File: config.mk
export PLATFORM = sky130hd
export DESIGN_NAME = instr_fetch_unit_flat
export DESIGN_NICKNAME = d
export VERILOG_FILES = /design/src/rtl/instr_fetch_unit_if.sv /design/src/rtl/instr_fetch_unit.sv /design/src/flat_wrapper.sv
export SDC_FILE = /design/constraint.sdc
export NUM_CORES = 1
export LEC_CHECK = 0
export ABC_AREA = 1
export CAP_MARGIN = 10
export CORE_MARGIN = 4
export CORE_UTILIZATION = 25
export CTS_CLUSTER_DIAMETER = 30
export CTS_CLUSTER_SIZE = 20
export DETAILED_ROUTE_END_ITERATION = 10
export MAX_ROUTING_LAYER = met4
export PLACE_DENSITY = 0.54
export SYNTH_ARGS = -nofsm -noshare
export SYNTH_HDL_FRONTEND = slang
export SYNTH_SLANG_ARGS = --single-unit
export TNS_END_PERCENT = 10
File: constraint.sdc
create_clock -name clk -period 3.5 [get_ports clk]
set_clock_uncertainty 0.2 [all_clocks]
set_input_delay 0.875 -clock clk [delete_from_list [all_inputs] [get_ports clk]]
set_output_delay 0.875 -clock clk [all_outputs]
set_load 0.02 [all_outputs]
File: src/rtl/instr_fetch_unit_if.sv
// Bus between the fetch unit, the control unit, the instruction ROM
// and the instruction register.
interface instr_fetch_unit_if #(
  parameter int IW = 10,
  parameter int AW = 8
) ();
  logic          fetch_req;
  logic          jump;
  logic [AW-1:0] jump_addr;
  logic          imem_en;
  logic [AW-1:0] imem_addr;
  logic [IW-1:0] imem_rdata;
  logic [IW-1:0] ir_wdata;
  logic          ir_en;
  logic          fetch_done;
  logic          busy;
  logic          halted;
  logic [AW-1:0] pc;

  // Control unit / ROM / instruction register side
  modport master (
    output fetch_req, jump, jump_addr, imem_rdata,
    input  imem_en, imem_addr, ir_wdata, ir_en, fetch_done, busy, halted, pc
  );

  // Fetch unit side
  modport slave (
    input  fetch_req, jump, jump_addr, imem_rdata,
    output imem_en, imem_addr, ir_wdata, ir_en, fetch_done, busy, halted, pc
  );
endinterface

File: src/rtl/instr_fetch_unit.sv
// Instruction fetch stage: owns the program counter, reads the synchronous
// instruction ROM and hands each word to the instruction register. A HALT
// word stops all further fetches and jumps until reset.
module instr_fetch_unit #(
  parameter int          IW        = 10,
  parameter int          AW        = 8,
  parameter logic [IW-1:0] HALT_CODE = 10'h3FF
) (
  input  logic              clk,
  input  logic              rst,
  instr_fetch_unit_if.slave bus
);

  typedef enum logic [1:0] {
    IDLE  = 2'd0,
    READ  = 2'd1,
    LATCH = 2'd2,
    WRITE = 2'd3
  } state_t;

  state_t        state_q, state_d;
  logic [AW-1:0] pc_q, pc_d;
  logic [IW-1:0] irData_q, irData_d;
  logic          halted_q, halted_d;

  // State, PC, fetched word and halt flag; reset wins over everything.
  always_ff @(posedge clk) begin
    if (rst) begin
      state_q  <= IDLE;
      pc_q     <= '0;
      irData_q <= '0;
      halted_q <= 1'b0;
    end else begin
      state_q  <= state_d;
      pc_q     <= pc_d;
      irData_q <= irData_d;
      halted_q <= halted_d;
    end
  end

  // Next-state logic; requests outside IDLE are dropped, not queued, and a
  // jump combined with a request makes the fetch use the jump target.
  always_comb begin
    state_d  = state_q;
    pc_d     = pc_q;
    irData_d = irData_q;
    halted_d = halted_q;
    case (state_q)
      IDLE: begin
        if (!halted_q) begin
          if (bus.jump) begin
            pc_d = bus.jump_addr;
          end
          if (bus.fetch_req) begin
            state_d = READ;
          end
        end
      end
      READ: begin
        state_d = LATCH;
      end
      LATCH: begin
        irData_d = bus.imem_rdata;
        state_d  = WRITE;
      end
      WRITE: begin
        if (irData_q == HALT_CODE) begin
          halted_d = 1'b1;
        end else begin
          pc_d = pc_q + 1'b1;
        end
        state_d = IDLE;
      end
      default: begin
        state_d = IDLE;
      end
    endcase
  end

  // Strobes decode only the registered state, so no request/jump input
  // reaches an output combinationally.
  assign bus.imem_en    = (state_q == READ);
  assign bus.ir_en      = (state_q == WRITE);
  assign bus.fetch_done = (state_q == WRITE);
  assign bus.busy       = (state_q != IDLE);
  assign bus.imem_addr  = pc_q;
  assign bus.pc         = pc_q;
  assign bus.ir_wdata   = irData_q;
  assign bus.halted     = halted_q;

endmodule
File: src/flat_wrapper.sv
// flat-port wrapper written by rule: the top's interface ports become plain ports
module instr_fetch_unit_flat 
#(
  parameter int          IW        = 10,
  parameter int          AW        = 8,
  parameter logic [IW-1:0] HALT_CODE = 10'h3FF
)
  (clk, rst, bus_fetch_req, bus_jump, bus_jump_addr, bus_imem_rdata, bus_imem_en, bus_imem_addr, bus_ir_wdata, bus_ir_en, bus_fetch_done, bus_busy, bus_halted, bus_pc);
  instr_fetch_unit_if #(.IW(IW), .AW(AW)) bus_i ();
  input  logic clk;
  input  logic rst;
  input wire logic [$bits(bus_i.fetch_req)-1:0] bus_fetch_req;
  input wire logic [$bits(bus_i.jump)-1:0] bus_jump;
  input wire logic [$bits(bus_i.jump_addr)-1:0] bus_jump_addr;
  input wire logic [$bits(bus_i.imem_rdata)-1:0] bus_imem_rdata;
  output wire logic [$bits(bus_i.imem_en)-1:0] bus_imem_en;
  output wire logic [$bits(bus_i.imem_addr)-1:0] bus_imem_addr;
  output wire logic [$bits(bus_i.ir_wdata)-1:0] bus_ir_wdata;
  output wire logic [$bits(bus_i.ir_en)-1:0] bus_ir_en;
  output wire logic [$bits(bus_i.fetch_done)-1:0] bus_fetch_done;
  output wire logic [$bits(bus_i.busy)-1:0] bus_busy;
  output wire logic [$bits(bus_i.halted)-1:0] bus_halted;
  output wire logic [$bits(bus_i.pc)-1:0] bus_pc;
  assign bus_i.fetch_req = bus_fetch_req;
  assign bus_i.jump = bus_jump;
  assign bus_i.jump_addr = bus_jump_addr;
  assign bus_i.imem_rdata = bus_imem_rdata;
  assign bus_imem_en = bus_i.imem_en;
  assign bus_imem_addr = bus_i.imem_addr;
  assign bus_ir_wdata = bus_i.ir_wdata;
  assign bus_ir_en = bus_i.ir_en;
  assign bus_fetch_done = bus_i.fetch_done;
  assign bus_busy = bus_i.busy;
  assign bus_halted = bus_i.halted;
  assign bus_pc = bus_i.pc;
  instr_fetch_unit #(.IW(IW), .AW(AW), .HALT_CODE(HALT_CODE)) u_core (.clk(clk), .rst(rst), .bus(bus_i));
endmodule
Word level (Yosys, flattened, before mapping)
Cells that the tools add are included.
{"block": "totals", "ff_bits": 21, "in_bits": 22, "output_inout_bits": 31, "wordCells": 26}
{"block": "classes", "addsub": 1, "eq_ne": 8, "n_mux": 7, "n_reduce_logical": 6}
{"cell": "2-to-1 mux 8 bit", "n": 3}
{"cell": "one-hot mux 8 bit (2 select lines)", "n": 1}
{"cell": "== test 10 bit (second input constant)", "n": 1}
{"cell": "adder 8 x 1 -> 8 bit (second input constant)", "n": 1}
{"cell": "inequality test 2 bit (second input constant)", "n": 4}
{"cell": "one-hot mux 2 bit (4 select lines)", "n": 1}
{"cell": "== test 2 bit (second input constant)", "n": 2}
{"cell": "2-to-1 mux 2 bit", "n": 2}
{"cell": "AND reduction 2 bit", "n": 2}
{"cell": "AND reduction 4 bit", "n": 1}
{"cell": "nonzero test 2 bit", "n": 2}
{"cell": "== test 2 x 1 -> 1 bit (second input constant)", "n": 1}
{"cell": "logical NOT 2 bit", "n": 1}

Logic depth before layout (Yosys ltp)
Gate-level depths: netlist of run 1.
{"block": "depth", "depth_word": 3, "depth_mapped": 9, "depth_no_buf": 9}

Least setup slack after synthesis of run 1
Ideal clock, no wire load.
{"block": "synth_timing", "path_type": "reg2out", "from": "register u_core.state_q[0]", "to": "output bus_ir_en", "t_arrival_ps": 893, "required_ps": 2425, "path_slack_ps": 1532, "stages_incl_launch_ff": 3, "n_path_buf": 1, "cell_sequence": "dfxtp_1 ha_1 buf_4"}
{"block": "synth_via", "elab_chain_cells": 1}
{"item": "start: declaration", "line": "instr_fetch_unit.sv:21", "source": "state_t state_q, state_d;"}
{"item": "start signal: assignment", "line": "instr_fetch_unit.sv:34", "source": "state_q <= state_d;"}
{"item": "== test 2 bit"}
{"item": "end: declaration", "line": "flat_wrapper.sv:19", "source": "output wire logic [$bits(bus_i.ir_en)-1:0] bus_ir_en;"}
Every way passes these cells.

Final worst setup path of run 1
{"block": "layout_timing", "from": "register u_core.state_q[0]", "to": "output bus_busy"}
{"block": "layout_via", "elab_chain_cells": 1}
{"item": "nonzero test 2 bit", "line": "instr_fetch_unit.sv:85", "source": "assign bus.busy = (state_q != IDLE);"}
{"item": "end: declaration", "line": "flat_wrapper.sv:21", "source": "output wire logic [$bits(bus_i.busy)-1:0] bus_busy;"}
Every way passes these cells.

==> results of run 1 <==
sequential cells by signal, indices dropped and copies added, names as in the netlist:
signal                cells
u_core.bus.ir_wdata      10
u_core.bus.imem_addr      8
u_core.state_q            2
u_core.bus.halted         1
area by class of cell:
class / instances / area share, %
clock buffers: 4 / 2.65
inverters: 14 / 3.24
multi-input cells: 122 / 34.4
flip-flops and latches: 21 / 24.8
well taps: 52 / 3.83
repair buffers: 53 / 31.1
worst max-delay path, stage by stage (launching register included):
cell and delay, ns:
dfxtp_1 0.38, inv_1 0.08, ha_1 0.27, inv_1 0.08, clkdlybuf4s50_1 0.61
routing by layer:
layer / wire length (um) / up-vias / part of all wire (%) / GRT usage [%]
li1: - / 613 / - / -
met1: 1440 / 512 / 47 / 15.6
met2: 1290 / 40 / 42 / 17.4
met3: 287 / 4 / 9.4 / 4.62
met4: 26 / 0 / 0.86 / 2.33
met5: 0 / - / 0 / -
power by group through the flow:
| stage | Sequential (W) | Combinational (W) | Clock, W |
|---|---|---|---|
| floorplan | 0.000513 | 0.000413 | 0 |
| global placement | 0.000435 | 0.000805 | 0 |
| detailed placement | 0.000436 | 0.000805 | 0 |
| CTS | 0.000431 | 0.000810 | 0.000168 |
| global route | 0.000453 | 0.000882 | 0.000178 |
| finish | 0.000430 | 0.000796 | 0.000159 |
path summary, 6_finish.rpt:
kind | endpoint | slack, ns | cells after the start
min reg2reg | u_core.bus.imem_addr[6]$_SDFFE_PP0P_ | 0.31 | 2
max | bus_busy | 0.75 | 4
min | u_core.bus.imem_addr[6]$_SDFFE_PP0P_ | 0.31 | 2
max reg2reg | u_core.bus.imem_addr[6]$_SDFFE_PP0P_ | 1.70 | 10
stage by stage:
stage / worst slack (ns) / cells / total power, W / area, um^2 / utilization, %
6_report: 0.747 / 266 / 0.00138 / 1700 / 38.7
5_1_grt: 0.619 / 266 / 0.00151 / 1700 / 38.7
4_1_cts: 0.719 / 266 / 0.00141 / 1700 / 38.7
3_5_place_dp: 1.01 / 262 / 0.00124 / 1650 / 37.7
3_3_place_gp: 1.04 / 262 / 0.00124 / 1650 / 37.7
2_1_floorplan: 1.53 / 170 / 0.000926 / 1150 / -
cells in the mapped netlist:
cell type / instances
nand2_1: 44
nand3b_1: 1
ha_1: 5
nand3_1: 6
o21ai_0: 15
nand2_4: 1
nand3_2: 1
xnor2_1: 1
o21bai_1: 2
inv_4: 1
a21oi_1: 7
o221ai_1: 1
clkinv_1: 1
inv_2: 1
nor2_1: 35
nor2_2: 1
inv_1: 11
buf_2: 3
buf_4: 9
clkbuf_1: 1
dfxtp_1: 21
a21oi_2: 2
cell families after synthesis:
logic type / Yosys count / synth area share, %
AND/OR/NAND/NOR: 89 / 31.6
flip-flops: 21 / 36.7
XOR/XNOR: 1 / 0.764
buffers and inverters: 27 / 12.3
adder cells (fa/ha/maj): 5 / 5.46
AO/OA/AOI/OAI: 27 / 13.2
==> impl_metrics.env, run 1 <==
export IMPL_drt_iter0_drc=64
export IMPL_cts_tree="yes"
export IMPL_place_congestion=0.693
export IMPL_die_x_um=75.7
export IMPL_netlist_top_cells_area="dfxtp_1 37%, nand2_1 14%, nor2_1 11%"
export IMPL_io_pins=53
export IMPL_vdd_ir_drop_max_mv=0.331
export IMPL_antenna_found_initial=0
export IMPL_rsz0062_at_grt="false"
export IMPL_drv_cap=0
export IMPL_seqPwrFrac_pct=31.0
export IMPL_synth_top_area_cell="dfxtp_1"
export IMPL_num_antenna_cells=0
export IMPL_drt_first_pass_iters=4
export IMPL_syn_area_mm2=0.00115
export IMPL_whs_ns=0.309
export IMPL_gr_usage_all_layers_pct=11.9
export IMPL_yosys_warnings=0
export IMPL_layout_commonest_cell="clkdlybuf4s50_1"
export IMPL_ys_seq_elements=21
export IMPL_drive_above_1_share_pct=5.14
export IMPL_netlist_area_leader_share_pct=36.7
export IMPL_grt_pass1_vias=1135
export IMPL_num_vias=1169
export IMPL_wl_per_cell_um=11.4
export IMPL_drt_drc_violations_left=0
export IMPL_tns_ns=0
export IMPL_net_switching_power_w=0.000615
export IMPL_cts_root_buf="clkbuf_8"
export IMPL_clock_sinks=21
export IMPL_htreeDepth=1
export IMPL_power_density_mw_per_mm2=816
export IMPL_postRouteAntennaNets=0
export IMPL_gr_total_overflow=0
export IMPL_finalMaxSlewViolations=0
export IMPL_final_min_period_over_clock_period_pct=78.7
export IMPL_clkPwrFrac_pct=11.5
export IMPL_routed_via_density=4.39
export IMPL_p_int_w=0.000770
export IMPL_worstMarginPinSlew_ns=0.396
export IMPL_hold_class="reg -> reg"
export IMPL_coreArea_mm2=0.00438
export IMPL_mostFrequentLayoutCells="52 x clkdlybuf4s50_1, 44 x nand2_1, 35 x nor2_1"
export IMPL_crit_path_max_fanout=6
export IMPL_port_buffer_count=52
export IMPL_synth_nets=197
export IMPL_clock_latency_ns=0.26
export IMPL_hp_start="u_core.bus.imem_addr[6]$_SDFFE_PP0P_"
export IMPL_layout_min_cycle_time_ns=2.75
export IMPL_status="complete, no violations"
export IMPL_std_cell_rows=24
export IMPL_avgSynthCellArea_um2=6.74
export IMPL_seq_area_frac_synth_pct=36.7
export IMPL_num_fill_cells=482
export IMPL_start_util_pct=26.1
export IMPL_dieArea_mm2=0.00573
export IMPL_detailed_place_hpwl_mm=2.24
export IMPL_hold_violations=0
export IMPL_critPathKind="reg -> out"
export IMPL_die_h_um=75.7
export IMPL_relSlewSlack_pct=73.5
export IMPL_grt_max_degree=15
export IMPL_p_leak_nw=0.689
export IMPL_finalSetupViolations=0
export IMPL_hold_buffers=0
export IMPL_drt_total_wl_mm=3.04
export IMPL_clockBufferDepth=2
export IMPL_path_clk_slew_ns=0.08
export IMPL_p_sw_share_pct=44.4
export IMPL_combinationalPowerShare_pct=57.5
export IMPL_postCtsSetupBuffers=0
export IMPL_startpoint="u_core.state_q[0]$_SDFFE_PP0P_"
export IMPL_grt_pass1_wl_mm=5.08
export IMPL_arrival_ns=1.68
export IMPL_cp_start_kind="flip-flop"
export IMPL_synthDistinctLibCells=22
export IMPL_multiInputGateArea_um2=584
export IMPL_setup_worst_path_end_class="output port"
export IMPL_register_area_um2=420
export IMPL_area_growth_pct=48.1
export IMPL_r2r_start="u_core.state_q[1]$_SDFFE_PP0P_"
export IMPL_fin_nets=242
export IMPL_cts_inserted_buffers=3
export IMPL_cp_required_ns=2.42
export IMPL_cts_resized=0
export IMPL_fmax_ghz=0.363
export IMPL_syn_inst=170
(Power assumes the default switching activity.)
==> inputs of run 2 (changes only) <==
clock period = 2.8 ns   (was 3.5 ns; I/O delays follow)
==> impl_metrics.env, run 2 (synthesized netlist as in run 1, its figures left out) <==
export IMPL_cp_start_kind="flip-flop"
export IMPL_layout_commonest_cell="clkdlybuf4s50_1"
export IMPL_htreeDepth=1
export IMPL_clock_latency_ns=0.26
export IMPL_cts_resized=0
export IMPL_cpMostUsedCell="inv_1"
export IMPL_rsz0062_at_grt="false"
export IMPL_rr_worst_depth=10
export IMPL_final_min_period_over_clock_period_pct=92.6
export IMPL_worstMarginPinSlew_ns=0.351
export IMPL_finalMaxSlewViolations=0
export IMPL_die_x_um=75.7
export IMPL_r2r_start="u_core.state_q[0]$_SDFFE_PP0P_"
export IMPL_critPathKind="reg -> out"
export IMPL_tns_ns=0
export IMPL_fmax_ghz=0.386
export IMPL_mostFrequentLayoutCells="52 x clkdlybuf4s50_1, 44 x nand2_1, 35 x nor2_1"
export IMPL_setup_worst_path_end_class="output port"
export IMPL_arrival_ns=1.69
export IMPL_instances_no_fill=267
export IMPL_grt_pass1_wl_mm=4.78
export IMPL_grt_pass1_vias=1091
export IMPL_drt_drc_violations_left=0
export IMPL_drt_total_wl_mm=2.98
export IMPL_drv_cap=0
export IMPL_dp_cells=263
export IMPL_cp_slowest_cell="clkdlybuf4s50_1"
export IMPL_startpoint="u_core.state_q[0]$_SDFFE_PP0P_"
export IMPL_dieArea_mm2=0.00573
export IMPL_relSlewSlack_pct=76.6
export IMPL_port_buffer_count=52
export IMPL_finalSetupViolations=0
export IMPL_num_antenna_cells=0
export IMPL_wl_per_cell_um=11.1
export IMPL_rr_endpoint="u_core.bus.imem_addr[6]$_SDFFE_PP0P_"
export IMPL_hold_buffers=0
export IMPL_drt_first_pass_iters=4
export IMPL_power_density_mw_per_mm2=1010
export IMPL_cts_tree="yes"
export IMPL_r2r_slack_ns=0.96
export IMPL_coreArea_mm2=0.00438
export IMPL_crit_end="bus_busy"
export IMPL_hold_class="reg -> reg"
export IMPL_start_util_pct=26.1
export IMPL_routed_via_density=4.20
export IMPL_postRouteAntennaNets=0
export IMPL_path_clk_slew_ns=0.08
export IMPL_dpl_cell_area_mm2=0.00166
export IMPL_fin_nets=243
export IMPL_worst_path_largest_cell_delay_ns=0.61
export IMPL_clockBufferDepth=2
export IMPL_cts_inserted_buffers=3
export IMPL_final_area_mm2=0.00171
export IMPL_io_pins=53
export IMPL_crit_path_max_fanout=6
export IMPL_detailed_place_hpwl_mm=2.25
export IMPL_vdd_ir_drop_max_mv=0.417
export IMPL_layout_min_cycle_time_ns=2.59
export IMPL_status="complete, no violations"
export IMPL_std_cell_rows=24
export IMPL_postCtsSetupBuffers=0
export IMPL_largest_reg_flops=10
export IMPL_grt_max_degree=15
export IMPL_gr_usage_all_layers_pct=11.2
export IMPL_hold_violations=0
export IMPL_antenna_found_initial=0
export IMPL_cp_required_ns=1.90
export IMPL_p_leak_nw=0.697
export IMPL_die_h_um=75.7
export IMPL_crit_chain="inv_1, ha_1, inv_1, clkdlybuf4s50_1"
export IMPL_clock_sinks=21
export IMPL_place_congestion=0.737
export IMPL_area_growth_pct=48.9
export IMPL_drt_iter0_drc=60
export IMPL_num_vias=1121
export IMPL_drive_above_1_share_pct=6.05
export IMPL_gr_total_overflow=0
export IMPL_cts_root_buf="clkbuf_8"
run 2: cell count changes in the layout (fill, tap and decap cells not counted), sizes merged:
| cell | previous run | this run |
|---|---|---|
| clkbuf | 4 | 3 |
| clkinv | 1 | 2 |
| buf | 1 | 2 |
run 2: how the worst min path moves through the flow:
| stage | startpoint | endpoint | slack, ns | cells past startpoint |
|---|---|---|---|---|
| after floorplan | u_core.state_q[1]$_SDFFE_PP0P_ | u_core.state_q[1]$_SDFFE_PP0P_ | 0.29 | 2 |
| after global placement | u_core.bus.halted$_SDFFE_PP0P_ | u_core.bus.halted$_SDFFE_PP0P_ | 0.30 | 2 |
| after detailed placement | u_core.bus.ir_wdata[2]$_SDFFE_PP0P_ | u_core.bus.ir_wdata[2]$_SDFFE_PP0P_ | 0.30 | 2 |
| after CTS | u_core.bus.halted$_SDFFE_PP0P_ | u_core.bus.halted$_SDFFE_PP0P_ | 0.32 | 2 |
| after global routing | u_core.bus.imem_addr[6]$_SDFFE_PP0P_ | u_core.bus.imem_addr[6]$_SDFFE_PP0P_ | 0.35 | 2 |
| final | u_core.bus.halted$_SDFFE_PP0P_ | u_core.bus.halted$_SDFFE_PP0P_ | 0.31 | 2 |
run 2: per-stage QoR:
step	power, W	setup WS, ns	hold WS [ns]	util, %
after floorplan	0.00116	1.01	0.294	-
after global placement	0.00156	0.511	0.299	37.9
after detailed placement	0.00156	0.468	0.304	37.9
after CTS	0.00176	0.189	0.324	38.9
after global routing	0.00188	0.112	0.345	38.9
final	0.00173	0.208	0.312	38.9
run 2: report_power, final:
| part | switching [W] | internal, W | total [W] |
|---|---|---|---|
| clock | 0.0000986 | 0.0000990 | 0.000198 |
| sequential | 0.000123 | 0.000414 | 0.000537 |
| combinational | 0.000545 | 0.000452 | 0.000997 |
run 2: critical path, delay by kind of cell, from the launching register on:
| kind | cells | cell delay (ns) |
|---|---|---|
| buffers and inverters | 3 | 0.77 |
| adder cells (fa/ha/maj) | 1 | 0.28 |
| flip-flops | 1 | 0.39 |
run 2: layout make-up:
cell class / instances / area [um^2]
fillers: 479 / 2680
multi-input cells: 122 / 584
repair buffers: 54 / 536
flip-flops and latches: 21 / 420
well taps: 52 / 65.1
inverters: 14 / 55.1
clock buffers: 3 / 41.3
clock inverters: 1 / 5.00
run 2: metal layers:
layer  global-route usage, %  vias to the layer above  part of all wire, %  routed length, um
li1                        -                      616                    -                  -
met1                    14.1                      465                   48               1420
met2                    17.0                       38                   42               1240
met3                    4.22                        2                  9.8                293
met4                    2.91                        0                 0.54                 16
met5                       -                        -                    0                  0
